`config.mk`:
```
export PLATFORM = sky130hd
export DESIGN_NAME = video_timing_gen
export DESIGN_NICKNAME = d
export VERILOG_FILES = /design/src/rtl/video_timing_gen.sv
export SDC_FILE = /design/constraint.sdc
export NUM_CORES = 1
export LEC_CHECK = 0
export ABC_AREA = 1
export CORE_MARGIN = 2
export CORE_UTILIZATION = 56
export CTS_CLUSTER_SIZE = 8
export DETAILED_ROUTE_END_ITERATION = 7
export PLACE_DENSITY = 0.84
export SLEW_MARGIN = 20
export SYNTH_ARGS = -nofsm -noshare
export SYNTH_HDL_FRONTEND = slang
export SYNTH_SLANG_ARGS = --single-unit
export TNS_END_PERCENT = 100
```
`constraint.sdc`:
```
create_clock -name gpu_clk -period 4.8 [get_ports gpu_clk]
set_clock_uncertainty 0.1 [all_clocks]
set_input_delay 0.96 -clock gpu_clk [delete_from_list [all_inputs] [get_ports gpu_clk]]
set_output_delay 0.96 -clock gpu_clk [all_outputs]
set_load 0.02 [all_outputs]
```
`src/rtl/video_timing_gen.sv`:
```
// ---------------------------------------------------------------------------
// video_timing_gen
//
// Raster timing generator for a tile-based video pipeline. A horizontal
// counter h_cnt and a vertical counter v_cnt scan the frame. The block emits
// the current fetch coordinates, the background tile address for the fetch
// stage, and line/frame start pulses. hsync, vsync and vde come out of a
// PIPE_DELAY-deep delay line so that they line up with pixels leaving a
// fetch pipeline of that depth.
//
// Parameters
//   H_ACTIVE/H_FP/H_SYNC/H_BP  horizontal timing in pixels (total <= 1023)
//   V_ACTIVE/V_FP/V_SYNC/V_BP  vertical timing in lines   (total <= 1023)
//   SYNC_POL                   level of hsync/vsync when asserted (0 = low)
//   PIPE_DELAY                 sync/vde lag behind fetch coordinates (1..8)
//
// Ports
//   gpu_clk       pixel clock, the only clock
//   rst           synchronous active-high reset
//   fetch_x/y     current h_cnt / v_cnt
//   fetch_active  counters are inside the visible region
//   tile_index    (v_cnt>>4)*80 + (h_cnt>>3), 0 outside the visible region
//   tile_px/py    pixel column/row within the tile, 0 outside visible region
//   line_start    one-cycle pulse at h_cnt == 0
//   frame_start   one-cycle pulse at h_cnt == 0 and v_cnt == 0
//   hsync/vsync   delayed sync outputs at SYNC_POL polarity
//   vde           delayed video data enable
//
// Every output is a flop. The decoded outputs are computed from the
// next-state counter values so that they agree with fetch_x/fetch_y in the
// same cycle.
// ---------------------------------------------------------------------------
module video_timing_gen #(
    parameter int H_ACTIVE   = 640,
    parameter int H_FP       = 16,
    parameter int H_SYNC     = 96,
    parameter int H_BP       = 48,
    parameter int V_ACTIVE   = 480,
    parameter int V_FP       = 10,
    parameter int V_SYNC     = 2,
    parameter int V_BP       = 33,
    parameter bit SYNC_POL   = 1'b0,
    parameter int PIPE_DELAY = 2
) (
    input  logic        gpu_clk,
    input  logic        rst,
    output logic [9:0]  fetch_x,
    output logic [9:0]  fetch_y,
    output logic        fetch_active,
    output logic [11:0] tile_index,
    output logic [2:0]  tile_px,
    output logic [3:0]  tile_py,
    output logic        line_start,
    output logic        frame_start,
    output logic        hsync,
    output logic        vsync,
    output logic        vde
);

    // Timing landmarks. All counter arithmetic is derived from the
    // parameters; totals above 1023 do not fit the 10-bit counters.
    localparam logic [9:0] H_ACT_END  = 10'(H_ACTIVE);
    localparam logic [9:0] H_SYNC_BEG = 10'(H_ACTIVE + H_FP);
    localparam logic [9:0] H_SYNC_END = 10'(H_ACTIVE + H_FP + H_SYNC);
    localparam logic [9:0] H_LAST     = 10'(H_ACTIVE + H_FP + H_SYNC + H_BP - 1);

    localparam logic [9:0] V_ACT_END  = 10'(V_ACTIVE);
    localparam logic [9:0] V_SYNC_BEG = 10'(V_ACTIVE + V_FP);
    localparam logic [9:0] V_SYNC_END = 10'(V_ACTIVE + V_FP + V_SYNC);
    localparam logic [9:0] V_LAST     = 10'(V_ACTIVE + V_FP + V_SYNC + V_BP - 1);

    localparam logic SYNC_ON  = SYNC_POL;
    localparam logic SYNC_OFF = ~SYNC_POL;

    // Counter state. fetch_x/fetch_y are the counter flops themselves.
    logic [9:0] h_cnt;
    logic [9:0] v_cnt;

    // Cleared by reset. The first edge after reset loads the 0,0 decode
    // instead of advancing, so the first cycle out of reset shows the
    // start of a frame with fetch_active and frame_start already valid.
    logic       running;

    // Raw (undelayed, logical) sync flags aligned with h_cnt/v_cnt.
    logic       hs_raw_q;
    logic       vs_raw_q;

    // Next-state values and their decode.
    logic [9:0]  h_nxt;
    logic [9:0]  v_nxt;
    logic        act_nxt;
    logic        hs_raw_nxt;
    logic        vs_raw_nxt;
    logic [5:0]  tile_row;
    logic [6:0]  tile_col;
    logic [11:0] tile_nxt;

    // Delay line, stored at physical sync level.
    logic [PIPE_DELAY-1:0] hs_pipe;
    logic [PIPE_DELAY-1:0] vs_pipe;
    logic [PIPE_DELAY-1:0] de_pipe;

    assign fetch_x = h_cnt;
    assign fetch_y = v_cnt;

    // -----------------------------------------------------------------------
    // Next counter values
    // -----------------------------------------------------------------------
    always_comb begin
        // NOTE: every variable written here gets a default first so that no
        // path through the block leaves it unassigned (which would infer a
        // latch).
        h_nxt = '0;
        v_nxt = '0;
        if (running) begin
            if (h_cnt == H_LAST) begin
                h_nxt = '0;
                v_nxt = (v_cnt == V_LAST) ? 10'd0 : v_cnt + 10'd1;
            end else begin
                h_nxt = h_cnt + 10'd1;
                v_nxt = v_cnt;
            end
        end
    end

    // -----------------------------------------------------------------------
    // Decode of the next counter values
    // -----------------------------------------------------------------------
    always_comb begin
        act_nxt    = (h_nxt < H_ACT_END) && (v_nxt < V_ACT_END);
        hs_raw_nxt = (h_nxt >= H_SYNC_BEG) && (h_nxt < H_SYNC_END);
        // Vertical sync covers whole lines, independent of h.
        vs_raw_nxt = (v_nxt >= V_SYNC_BEG) && (v_nxt < V_SYNC_END);

        // row*80 + col as row*64 + row*16 + col; no multiplier.
        tile_row = v_nxt[9:4];
        tile_col = h_nxt[9:3];
        tile_nxt = {tile_row, 6'b0}
                 + {2'b0, tile_row, 4'b0}
                 + {5'b0, tile_col};
    end

    // -----------------------------------------------------------------------
    // Counters and registered fetch-side outputs
    // -----------------------------------------------------------------------
    always_ff @(posedge gpu_clk) begin
        // NOTE: state is updated with non-blocking assignments so every flop
        // samples the values from before this edge, regardless of statement
        // order.
        if (rst) begin
            running      <= 1'b0;
            h_cnt        <= '0;
            v_cnt        <= '0;
            fetch_active <= 1'b0;
            tile_index   <= '0;
            tile_px      <= '0;
            tile_py      <= '0;
            line_start   <= 1'b0;
            frame_start  <= 1'b0;
            hs_raw_q     <= 1'b0;
            vs_raw_q     <= 1'b0;
        end else begin
            running      <= 1'b1;
            h_cnt        <= h_nxt;
            v_cnt        <= v_nxt;
            fetch_active <= act_nxt;
            tile_index   <= act_nxt ? tile_nxt   : 12'd0;
            tile_px      <= act_nxt ? h_nxt[2:0] : 3'd0;
            tile_py      <= act_nxt ? v_nxt[3:0] : 4'd0;
            line_start   <= (h_nxt == 10'd0);
            frame_start  <= (h_nxt == 10'd0) && (v_nxt == 10'd0);
            hs_raw_q     <= hs_raw_nxt;
            vs_raw_q     <= vs_raw_nxt;
        end
    end

    // -----------------------------------------------------------------------
    // Sync / data-enable delay line
    // -----------------------------------------------------------------------
    always_ff @(posedge gpu_clk) begin
        // NOTE: this shift register is reset on purpose. A reset mid-frame
        // must not let a half-finished sync pulse or vde stream drain out
        // afterwards, so every stage is forced to the inactive level.
        if (rst) begin
            hs_pipe <= {PIPE_DELAY{SYNC_OFF}};
            vs_pipe <= {PIPE_DELAY{SYNC_OFF}};
            de_pipe <= '0;
        end else begin
            hs_pipe[0] <= hs_raw_q ? SYNC_ON : SYNC_OFF;
            vs_pipe[0] <= vs_raw_q ? SYNC_ON : SYNC_OFF;
            de_pipe[0] <= fetch_active;
            for (int i = 1; i < PIPE_DELAY; i++) begin
                hs_pipe[i] <= hs_pipe[i-1];
                vs_pipe[i] <= vs_pipe[i-1];
                de_pipe[i] <= de_pipe[i-1];
            end
        end
    end

    // The last stage is a flop, so these remain registered outputs.
    assign hsync = hs_pipe[PIPE_DELAY-1];
    assign vsync = vs_pipe[PIPE_DELAY-1];
    assign vde   = de_pipe[PIPE_DELAY-1];

endmodule

```
* Word-level counts from Yosys, hierarchy flattened
Index checks and enable logic that the tools add are counted.
Storage, ports and cells: output and inout port bits 45, memories kept 0, bits of input ports 2, bits in latches 0, bits in registers 51, bits in writable memories 0, logic and storage cells 42, memory bits (read-only) 0
Operators by class: $add $sub $neg 4, bitwise operators 1, reduce and logical (&&, ||, !) cells 7, shift-type cells 0, muxes and demuxes 8, $lt $le $gt $ge 6, $mul 0, equality and inequality tests 2, div/mod/pow operators 0
Operator list (count):
- two-way mux 10 bit | 5
- adder 10 x 1 -> 10 bit (second input constant) | 2
- == test 10 bit (second input constant) | 2
- zero test 10 bit | 2
- less-than comparator 10 bit (second input constant) | 2
- less-than comparator 10 x 9 -> 1 bit (second input constant) | 2
- adder 12 x 10 -> 12 bit | 1
- adder 12 x 7 -> 12 bit | 1
- greater-or-equal comparator 10 bit (second input constant) | 1
- greater-or-equal comparator 10 x 9 -> 1 bit (second input constant) | 1
- logical AND 1 bit | 4
- two-way mux 1 bit | 3
- OR reduction 2 bit | 1
- inverter 1 bit | 1

* Depth between registers and ports, before layout
Gate-level depths: netlist (run 1).
depth in word-level cells 8, mapped depth 20, depth with buffers taken out 20

* Worst setup path after synthesis (run 1)
No wires, ideal clock.
path kind register to register, start point register h_cnt[0] (netlist: fetch_x[0]), end point register tile_index[10], data required time 4638 ps, stages on the path, launching flop included 20, arrival time 2908 ps, slack 1731 ps, setup time 62 ps, buffers on the path 1, clock period less this slack 3069 ps, cells stage by stage dfxtp_1 -> ha_1 -> nand4_2 -> nor2_2 -> buf_6 -> nand3_1 -> nand2_1 -> nand2_1 -> xnor2_1 -> ha_1 -> o21bai_1 -> ha_1 -> a21oi_1 -> nand2_1 -> nand2_1 -> nand2_1 -> a21oi_1 -> xnor2_1 -> inv_1 -> nor2_2
Between the ends: longest elaborated chain between the ends 7, elaborated cells on any way between the ends 13, those cells by class add/sub (3); order compare (2); eq/ne (1); mux (4); bitwise (1); reduce/logical (2)
Ends and longest elaborated chain:
- start: declaration | RTL line 76 | logic [9:0] h_cnt;
- start signal: assignment | RTL line 164 | h_cnt <= h_nxt;
- branches (longest 7 deep; another with adder 12 x 10 -> 12 bit)
- end signal: assignment | RTL line 167 | tile_index <= act_nxt ? tile_nxt : 12'd0;
- end: declaration | RTL line 50 | output logic [11:0] tile_index,
Several ways; the timed one is not identified. A chain may end at the register's enable or synchronous reset.

* Final worst setup path (run 1)
Same ends and word-level chain as after synthesis.

==> impl.org, run 1 <==
** Worst setup path
- For this run, the slowest stage of the critical path takes between 0.4 and 0.5 ns.
- Required time reported for the critical path endpoint :: between 4 and 5 ns
- The startpoint identified for the worst register-to-register timing path is fetch_x[0]$_SDFF_PP0_.
- Kind of critical path :: reg -> reg
- In this run the critical register-to-register path is captured at tile_index[10]$_SDFF_PP0_.
- In this design, the largest share of critical-path delay is due to simple AND/OR/NAND/NOR gates.
- The number of buffers and inverters on the critical path is 1.
- Worst setup path start :: fetch_x[0]$_SDFF_PP0_
- Data arrives at the worst endpoint at roughly 3.7 ns.
- STA classifies the critical path endpoint as a flop.
- Across all register-to-register paths, the minimum setup slack is around 1.3 ns.
- For this design, the slowest cell found on the critical path is sky130_fd_sc_hd__nor2_2.
- Most prevalent standard cell on the critical path :: sky130_fd_sc_hd__nand2_1
- CP cell instances :: ha_1 > nand4_2 > nor2_2 > nand3_1 > nand2_1 > nand2_1 > xnor2_1 > ha_1 > o21bai_1 > ha_1 > a21oi_1 > nand2_1 > nand2_1 > nand2_1 > a21oi_1 > xnor2_1 > inv_1 > nor2_2
- Along the worst path, the maximum fanout reaches 11.
- Depth of the worst register-to-register path :: 18
- The worst setup path is launched from a flop.

** Clock network
- Counting every sink on the clock net gives 51.
- Post-cts resize count :: 0
- Post-CTS Setup Bufs :: 0
- TritonCTS built the clock tree.
- After clock tree synthesis, the clock-pin slew on the worst setup and hold paths is 0.09 ns.
- Worst-skew pair later-pin latency :: around 0.30 ns
- TritonCTS buffer count :: 5
- The H-tree was split into 2 levels.
- Buffers from clock root to sink, at most :: 2
- Root Driver :: sky130_fd_sc_hd__clkbuf_8
- After clock tree synthesis, the flow added hold-fix buffers numbering 0.

** Finish
- The count of cells in the finished layout, fillers not included, comes to 452.
- Utilization after layout :: 72.2%
- Sequential cell area :: roughly 1000 um^2
- Fill cells in the final layout number 363.
- Share of post-route cells with drive strength above 1 :: roughly an eighth
- In the final layout, the multi-input gates occupy 1320 um^2.
- Number of nets in the final layout :: 417
- Number of diodes :: 0
- Area growth from synthesis to layout :: 23.1%

** Drt
- Drt pass-1 iters :: 4
- After detailed routing, the average wire length per cell comes to 12.0 um.
- The first routing iteration left 123 violations.
- For this run, design rule violations remaining after detail routing come to 0.
- Final routed wirelength across all metal layers :: 5420 um
- In this run the remaining antenna-violating nets after routing total 0.
- Dividing the detail-routed via count by the number of cells gives 4.98.
- Via count :: 2249

** Logic synthesis
- Commonest cells in the netlist :: 88 x sky130_fd_sc_hd__nand2_1, 51 x sky130_fd_sc_hd__dfxtp_1, 50 x sky130_fd_sc_hd__inv_1, 44 x sky130_fd_sc_hd__nor2_1, 29 x sky130_fd_sc_hd__nand3_1
- The mapped netlist covers 2590 um^2.
- Avg Inst Size Synth :: 7.35 um^2
- Yosys attributes the largest share of cell area to sky130_fd_sc_hd__dfxtp_1 39%, sky130_fd_sc_hd__nand2_1 13%, sky130_fd_sc_hd__ha_1 7.3%.
- Top FF cell, synth :: sky130_fd_sc_hd__dfxtp_1
- Summed over all instances, the cell type with the most area after synthesis is sky130_fd_sc_hd__dfxtp_1.
- Of the synthesized area, sequential elements account for 39.5%.
- In this run, synthesis produced a sequential element count of roughly 50.
- Number of different library cells in the post-synthesis netlist :: 26
- Net count after synthesis :: 370
- Share of flip-flops with an asynchronous set or reset after synthesis :: 0%
- By instance count, the leading cell after synthesis is sky130_fd_sc_hd__nand2_1.
- Yosys warning total :: 0
- Top cell type's share of synthesized area :: 39.5%
- The synthesized design contains 0 enable-type register cells.
- In the synthesized netlist, the number of instances is 352.

** Power
- Peak supply drop :: approximately 0.00017 V
- The internal portion of the total power is 607 uW.
- Summed over all cells, the static leakage comes to 0.00153 uW.
- Power spread over the standard cell area amounts to 241 nW/um^2.
- The clock network burns approximately two fifths of the power.
- Combinational logic is responsible for 4.1% of the overall power.
- Sequential cells account for 56.1% of the total power.
- In this run switching power makes up 21.0% of total power.
- Total power draw :: 768 uW
- Summed over all nets, the switching power comes to ~160 uW.

** Min path
- Counting instances, the worst hold path has a depth of 1.
- The worst hold path terminates at vs_pipe[0]$_SDFF_PP1_.
- Class of the most critical hold timing path :: reg -> reg
- HP Start :: vs_raw_q$_SDFF_PP0_

** Timing
- Slew Viols, Final :: 0
- The final-report hold violation count was 0.
- For the pin with the worst max-slew slack, the measured transition is approximately 0.85 ns.
- Setup repair after global routing missed its margin :: no
- Worst hold-check slack :: roughly 0.28 ns
- Setup-violating endpoint count in the final report :: 0
- Static timing analysis puts the maximum clock frequency at 0.284 GHz.
- Headroom to the max-slew limit came out at 43.2%.
- Total Negative Setup Slacks :: 0 ns
- Portion of the clock cycle consumed by the worst path in the final layout :: 73.3%
- Min cycle time layout :: around 3.5 ns

** Placement
- In this run the tool buffered the top-level ports with 46 buffer cells.
- The congestion estimate from routability-driven global placement came to 0.876.
- Detailed placement finished with a half-perimeter wire length of approximately 4200 um.
- Cell count after placement :: 444

** Floorplan
- Area of the die :: ~5200 um^2
- For this design the top-level I/O count stands at 47.
- Effective utilization at floorplan :: a little under 60%
- Width of the chip :: 72.0 um
- The initialized floorplan defines 24 standard-cell rows.
- Die Span Y :: 72.0 um
- In this run the standard cell core region covers 4410 um^2.

** GRT
- The first global-routing pass estimated 9010 um of wire.
- The via count of the first global-routing pass was 2038.
- For this run the aggregate overflow at the end of global routing stands at 0.
- Antenna violations before repair :: 0
- Global routing used ~22% of the available tracks across all layers.
- Entering global routing, the biggest net connects 25 pins.

** Job
- Max-cap violations :: 0

** Status
- Outcome :: completed
[metal layers]
| metal | wire, um | global-route usage [%] |
|---|---|---|
| met1 | 2360 | 27.0 |
| met2 | 2740 | 39.5 |
| met3 | 261 | 4.72 |
| met4 | 59 | 6.29 |
| met5 | 0 | 0 |
[how the worst max path moves through the flow]
| stage | to | slack (ns) | depth (start not counted) |
|---|---|---|---|
| 6_report | tile_index[10]$_SDFF_PP0_ | 1.28 | 18 |
| 5_1_grt | tile_index[10]$_SDFF_PP0_ | 1.00 | 18 |
| 4_1_cts | tile_index[10]$_SDFF_PP0_ | 1.26 | 18 |
| 3_5_place_dp | tile_index[10]$_SDFF_PP0_ | 1.29 | 18 |
| 3_3_place_gp | tile_index[10]$_SDFF_PP0_ | 1.35 | 18 |
| 2_1_floorplan | tile_index[10]$_SDFF_PP0_ | 1.73 | 19 |
[cell families (layout without fill, tap and decap cells)]
logic type               after synthesis  after routing  share of synthesized area [%]
AO/OA/AOI/OAI                         13             13                           2.85
XOR/XNOR                               6              6                           2.03
adder cells (fa/ha/maj)               16             16                           8.03
buffers and inverters                 59            107                           9.43
flip-flops                            51             51                           39.5
AND/OR/NAND/NOR                      207            207                           38.2
[per-stage QoR]
step | area, um^2 | worst slack [ns]
3_5_place_dp | 3070 | 1.29
6_report | 3190 | 1.28
5_1_grt | 3190 | 1.00
3_3_place_gp | 3070 | 1.35
4_1_cts | 3190 | 1.26
2_1_floorplan | 2590 | 1.73
[worst reg2reg max path, delay by kind of cell (launching register included)]
family | cells | cell delay, ns
compound gates | 3 | 0.47
simple gates | 9 | 1.31
flops | 1 | 0.40
xor+xnor | 2 | 0.32
fa+ha+maj | 3 | 0.77
buf+inv | 1 | 0.06
[power groups by stage]
stage / clock network (uW) / registers (uW) / logic [uW]
6_report: 306 / 431 / 31.3
5_1_grt: 325 / 432 / 34.0
4_1_cts: 311 / 431 / 31.5
3_5_place_dp: 0 / 441 / 31.4
3_3_place_gp: 0 / 441 / 31.0
2_1_floorplan: 0 / 444 / 18.1
[final cells by class]
type | instances | area share, %
timing repair buffer | 46 | 14.5
inverter | 53 | 6.25
clock buffer | 6 | 2.59
tap | 52 | 2.04
multi-input combinational | 242 | 41.5
clock inverter | 2 | 1.10
sequential | 51 | 32.1
[registers in the layout (all words and copies together) (netlist names), 2 cells and up]
name,flops
tile_index,12
fetch_x,10
fetch_y,10
tile_py,4
tile_px,3
de_pipe,2
hs_pipe,2
vs_pipe,2
[layout by cell type, fill, tap and decap left out, drive strengths merged]
master / synthesis / layout
or2: 3 / 3
clkbuf: 3 / 6
nand4: 4 / 4
dfxtp: 51 / 51
clkinv: 0 / 1
a21oi: 5 / 5
ha: 15 / 15
o21ai: 6 / 6
xnor2: 5 / 5
nand2: 93 / 93
bufinv: 0 / 1
nor2: 68 / 68
nand3: 33 / 33
fa: 1 / 1
o21bai: 2 / 2
xor2: 1 / 1
inv: 53 / 53
nor3: 6 / 6
clkdlybuf4s50: 0 / 46
Note: power is estimated with default switching activity, not from simulation.
==> run 2: changes to the inputs <==
Settings changed: CORE_UTILIZATION 56 to 52, PLACE_DENSITY 0.84 to 0.79.
Clock period 4.8 ns to 3.6 ns, I/O delays scaled along.
==> run 2 against run 1 <==
Register-to-register slack worse by 0.83 ns. Combinational power up 41%. Worst hold slack worse by 0.0093 ns. Sequential share of layout area down 0.29 points. Final cell count up 3.8%. Via count up 2.8%. Fmax up 12%. Highest routed layer unchanged.
==> impl.org, run 2 (synthesized netlist as in run 1, its figures left out) <==
** Timing
- The max-slew violation count was 0.
- The worst pin sits at a relative slew slack of between 50% and 60%.
- Setup violations remaining at the end of the flow were counted as 0.
- At the pin with the least slew margin, the transition time is 0.708 ns.
- Min cycle time layout :: between 3 and 4 ns
- In the final timing run, aggregate negative setup slack is 0 ns.
- Top achievable clock speed :: 0.318 GHz
- Setup repair after global routing left no endpoint under its margin.
- Final hold violation count :: 0
- The worst path uses roughly 87% of the clock period.

** Floorplan
- Die Span Y :: approximately 75 um
- Number of top-level pins :: 47
- Row generation in the floorplan step produced 25 rows.
- Area inside the core boundary :: about 4800 um^2
- The die covers around 5600 um^2.
- Effective utilization at floorplan :: 54.4%
- From left edge to right edge, the die measures roughly 75 um.

** Worst setup path
- The worst register-to-register path has a depth of 19.
- The critical path ends at tile_index[10]$_SDFF_PP0_.
- Required time reported for the critical path endpoint :: 3.74 ns
- In this run the register-to-register setup slack is 0.45 ns.
- Maximum net fanout on the critical path :: 7
- The worst register-to-register path ends at tile_index[10]$_SDFF_PP0_.
- Crit start category :: flop
- RR Startpoint :: fetch_x[0]$_SDFF_PP0_
- For the worst setup path, the data arrival time is 3.28 ns.
- Kind of critical path :: reg -> reg
- Critical Path Sink Type :: flop
- The critical path starts at fetch_x[0]$_SDFF_PP0_.

** Drt
- Once detail routing completed, the nets flagged for antenna violations numbered 0.
- Final routed wirelength across all metal layers :: 5550 um
- In the routed layout, each cell is associated on average with a via count of a little under 5.
- For this run, the detailed router's first-pass iteration total came to 4.
- Number of DRC violations after detailed routing :: 0
- The first routing iteration left 152 violations.
- Via count :: 2313
- Dividing the detail-routed wire length by the instance count gives 11.8 um.

** Clock network
- For the worst-skew pair, the clock arrives at the later sink with an insertion delay of 0.30 ns.
- The clock passes through at most 2 buffers.
- Post-cts resize count :: 0
- In this run the post-CTS setup repair buffer count came out at 0.
- TritonCTS built the clock tree.
- Counting every sink on the clock net gives 51.
- TritonCTS buffer count :: 5
- Root Driver :: sky130_fd_sc_hd__clkbuf_8
- Post-CTS Hold Fix Bufs :: 0
- Clock-pin slew was measured on the worst setup and hold paths at 0.10 ns.
- The clock tree synthesis step divided the H-tree into 2 levels.

** Power
- Total power for the finished layout comes to about 1000 uW.
- Dividing total power by cell area gives a power density of 316 nW/um^2.
- P_leak :: ~0.0015 uW
- IR analysis of the VDD net gives a maximum drop of between 0.0002 and 0.0003 V.

** Finish
- Cells fill 67.6% of the core in the end.
- Most frequent cells in the layout :: 88 x sky130_fd_sc_hd__nand2_1, 51 x sky130_fd_sc_hd__dfxtp_1, 50 x sky130_fd_sc_hd__inv_1, 46 x sky130_fd_sc_hd__clkdlybuf4s50_1, 44 x sky130_fd_sc_hd__nor2_1
- The register with the most flip-flops in the layout has 12 of them.
- Area of all placed cells without fillers :: 3210 um^2
- 0 antenna diodes ended up in the layout.
- tile_index holds more flip-flops than any other register.
- Fill cell total of the finished layout :: around 400
- Number of nets in the final layout :: 419
- The post-route netlist has 13.4% of its cells at a drive strength greater than 1.
- Leading cell type in the layout, fill and taps excluded :: sky130_fd_sc_hd__nand2_1
- From synthesis to final layout, the design area changed by 24.2%.

** Status
- Outcome :: completed

** Min path
- The tightest min-delay check is of the reg -> reg type.
- Worst Hold Path Cells :: 1

** GRT
- Entering global routing, the biggest net connects 24 pins.
- Met1 global-route usage :: 26.2%
- Most congested layer reported by global routing :: met2
- First-pass GRT wire length :: 9270 um
- Total global routing overflow :: 0
- The initial antenna violation count was 0.
- Met2 usage in global routing :: 36.9%
- Total routing usage reported by global routing :: between 20 and 25%
- The via count of the first global-routing pass is 2191.
- Global Route met3 Usage :: under 10%

** Job
- Max-cap violations in this run came to 0.

** Placement
- The count of buffers added on input and output ports is 46.
- The congestion estimate from routability-driven global placement came to 0.990.
- Sum of net half-perimeters after detailed placement :: between 4000 and 5000 um
- The placed instances occupy a cell area of 3100 um^2.
-- run 2: through the flow --
| stage | instances | worst slack, ns | hold slack [ns] |
|---|---|---|---|
| 6_report | 469 | 0.452 | 0.276 |
| 2_1_floorplan | 352 | 0.531 | 0.252 |
| 4_1_cts | 469 | 0.454 | 0.277 |
| 5_1_grt | 469 | 0.128 | 0.302 |
| 3_3_place_gp | 461 | 0.571 | 0.255 |
| 3_5_place_dp | 461 | 0.477 | 0.256 |
-- run 2: area by class of cell --
cell class / instances / area, um^2 / share of cell area, %
multi-input cells: 242 / 1320 / 41.1
flip-flops and latches: 51 / 1020 / 31.8
repair buffers: 48 / 475 / 14.8
inverters: 53 / 199 / 6.19
well taps: 67 / 83.8 / 2.61
clock buffers: 5 / 68.8 / 2.14
clock inverters: 3 / 43.8 / 1.36
-- run 2: metal layers --
layer	up-vias	share of wire, %
li1	1175	-
met1	1052	44
met2	76	49
met3	10	5.6
met4	0	1.3
met5	-	0
-- run 2: power breakdown --
part           leakage [uW]  switching [uW]  internal [uW]  total, uW
combinational       0.00107            28.8           15.4       44.2
clock             0.0000581             190            207        397
sequential         0.000413            5.01            570        575
total               0.00154             224            792       1020
-- run 2: worst max-delay path: stages, from the launching register on --
cell and delay, ns:
sky130_fd_sc_hd__dfxtp_1 0.40, sky130_fd_sc_hd__ha_1 0.26, sky130_fd_sc_hd__nand3_2 0.15, sky130_fd_sc_hd__nor2_4 0.16, sky130_fd_sc_hd__nand2_4 0.10, sky130_fd_sc_hd__nand2_4 0.11
sky130_fd_sc_hd__nand2_1 0.07, sky130_fd_sc_hd__nand2_1 0.18, sky130_fd_sc_hd__xnor2_1 0.11, sky130_fd_sc_hd__ha_1 0.18, sky130_fd_sc_hd__o21bai_1 0.16, sky130_fd_sc_hd__ha_1 0.33
sky130_fd_sc_hd__a21oi_1 0.16, sky130_fd_sc_hd__nand2_1 0.09, sky130_fd_sc_hd__nand2_1 0.06, sky130_fd_sc_hd__nand2_1 0.05, sky130_fd_sc_hd__a21oi_1 0.14, sky130_fd_sc_hd__xnor2_1 0.14
sky130_fd_sc_hd__inv_1 0.06, sky130_fd_sc_hd__nor2_2 0.09
-- run 2: worst min path at each step --
stage	start	to
after global placement	vs_raw_q$_SDFF_PP0_	vs_pipe[0]$_SDFF_PP1_
after global routing	hs_raw_q$_SDFF_PP0_	hs_pipe[0]$_SDFF_PP1_
after detailed placement	hs_raw_q$_SDFF_PP0_	hs_pipe[0]$_SDFF_PP1_
after floorplan	hs_raw_q$_SDFF_PP0_	hs_pipe[0]$_SDFF_PP1_
after CTS	hs_raw_q$_SDFF_PP0_	hs_pipe[0]$_SDFF_PP1_
final	hs_raw_q$_SDFF_PP0_	hs_pipe[0]$_SDFF_PP1_
==> run 3: changes to the inputs <==
Settings changed: SLEW_MARGIN 20 to unset.
==> results of run 3 <==
No change in the layout: final DEF, timing and power equal those of run 2.
==> variant, RTL diff (flow settings as in run 3) <==
Change the parameter `PIPE_DELAY` from 2 to 4.
--- a/src/rtl/video_timing_gen.sv
+++ b/src/rtl/video_timing_gen.sv
@@ -41,5 +41,5 @@
     parameter int V_BP       = 33,
     parameter bit SYNC_POL   = 1'b0,
-    parameter int PIPE_DELAY = 2
+    parameter int PIPE_DELAY = 4
 ) (
     input  logic        gpu_clk,
Function: changed (a bounded check fails within 4 cycles, from zero or initial values and one cycle with rst high).
==> variant against run 3 <==
Power grew 30%; maximum frequency fell by 3.6%; worst setup slack worse by 120 ps; worst hold slack improved by 7.0 ps; core utilization is 0.52 points higher; die area increased by 5.7%; cell count grew 4.1%; global-route usage grew 0.50 points; synthesized area rose by 6.0%; cell area increased by 8.3%; sequential cell count is 6 higher; wire length up 9.7%; critical path type unchanged; critical endpoint is now tile_index[11]$_SDFF_PP0_; largest cell class unchanged.
==> variant: results (changes against run 3) <==
H-Tree Depth=3 (+1); placed instance count=472 (+2.4%); R2R setup slack=340 ps (-120 ps); vias per cell=4.93 (-0.11%); Post-Synth XOR/XNOR Area=0.0224 (+0.00204); CP Max Fanout=8 (+1); hold endpoint=vs_pipe[0]$_SDFF_PP1_; Clock Pin Slew Worst Setup and Hold Paths=70 ps (-30 ps); Cell variety after synth=30 (+15%); Avg Synthesized Cell Area=7.62 µm² (+3.6%); hold_sp=vs_raw_q$_SDFF_PP0_; hpwl dp=4520 µm (+7.9%); VDD IR-drop max=329 µV (+31%); outcome=finished clean; dominant cells by area after synthesis=dfxtp_1, nand2_1, nor2_1; area share of fa/ha/maj cells after synthesis=0.0757 (-0.00454); Post-synth top cells=nand2_1, dfxtp_1, nor2_1; CTS buffer count=9 (+4); complex-gate fraction of the synthesized area=0.0237 (-0.00481); R2R depth=16 (-3); Leak=0.00162 µW (+5.0%); Clk Latency, worst-skew pair=340 ps (+40 ps); Final #Nets=431 (+2.9%); 1st-iter DRT viols=125 (-18%); Syn Nets=378 (+2.2%); R2R Path End=tile_index[11]$_SDFF_PP0_; Worst Path Arrival=3380 ps (+100 ps); vias in the first global route=2215 (+1.1%); Seq/Total Area, Yosys=0.416 (+0.0215); Post-Route WL=6090 µm (+9.7%)
## variant: per-layer routing
metal  up-vias  global-route usage  share of wire
li1       1222                   -              -
met1      1108               0.275           0.45
met2        62               0.357           0.48
met3        12              0.0498          0.050
met4         0               0.109          0.020
met5         -                   0              0
## variant: worst max path at each step
stage                           from                         to  slack, ps  depth (start not counted)
2_1_floorplan  fetch_x[1]$_SDFF_PP0_  tile_index[11]$_SDFF_PP0_        390                         16
3_3_place_gp   fetch_x[0]$_SDFF_PP0_  tile_index[11]$_SDFF_PP0_        420                         15
3_5_place_dp   fetch_x[1]$_SDFF_PP0_  tile_index[11]$_SDFF_PP0_        350                         16
4_1_cts        fetch_x[0]$_SDFF_PP0_  tile_index[11]$_SDFF_PP0_        330                         16
5_1_grt        fetch_x[0]$_SDFF_PP0_  tile_index[11]$_SDFF_PP0_         10                         16
6_report       fetch_x[0]$_SDFF_PP0_  tile_index[11]$_SDFF_PP0_        340                         16
## variant: where the power goes
group          total [µW]  switching, µW  leakage, µW  internal [µW]
logic                48.3           32.6      0.00105           15.7
clock network         630            255     0.000105            375
registers             641           4.08     0.000462            637
## variant: area by class of cell
class | instances | area, µm²
clock inverters | 4 | 50.0
flip-flops and latches | 57 | 1140
inverters | 46 | 173
well taps | 70 | 87.6
repair buffers | 49 | 483
fillers | 481 | 1630
clock buffers | 12 | 165
multi-input cells | 250 | 1380
## variant: worst max-delay path, stage by stage, from the launching register on
cell and delay, ps:
dfxtp_1 350, ha_1 260, nand3_1 170, nor2_2 130, nand2_2 140, nand2_4 130, nand2_1 60, nand2_1 150
xor2_1 180, ha_1 280, fa_1 460, a21oi_1 170, nor2_1 60, o21ai_0 140, nand2_1 70, a21oi_1 220
nor2_4 50
## variant: logic make-up after synthesis
group,count (synthesis)
buf+inv,53
fa+ha+maj,16
compound gates,10
flops,57
xor+xnor,7
simple gates,217
## variant: metrics by stage
stage | total power (µW) | setup slack [ps] | utilization | hold slack, ps
2_1_floorplan | 687 | 386 | - | 251
3_3_place_gp | 703 | 417 | 0.639 | 257
3_5_place_dp | 704 | 349 | 0.639 | 262
4_1_cts | 1330 | 329 | 0.681 | 290
5_1_grt | 1370 | 14.6 | 0.681 | 309
6_report | 1320 | 336 | 0.681 | 283
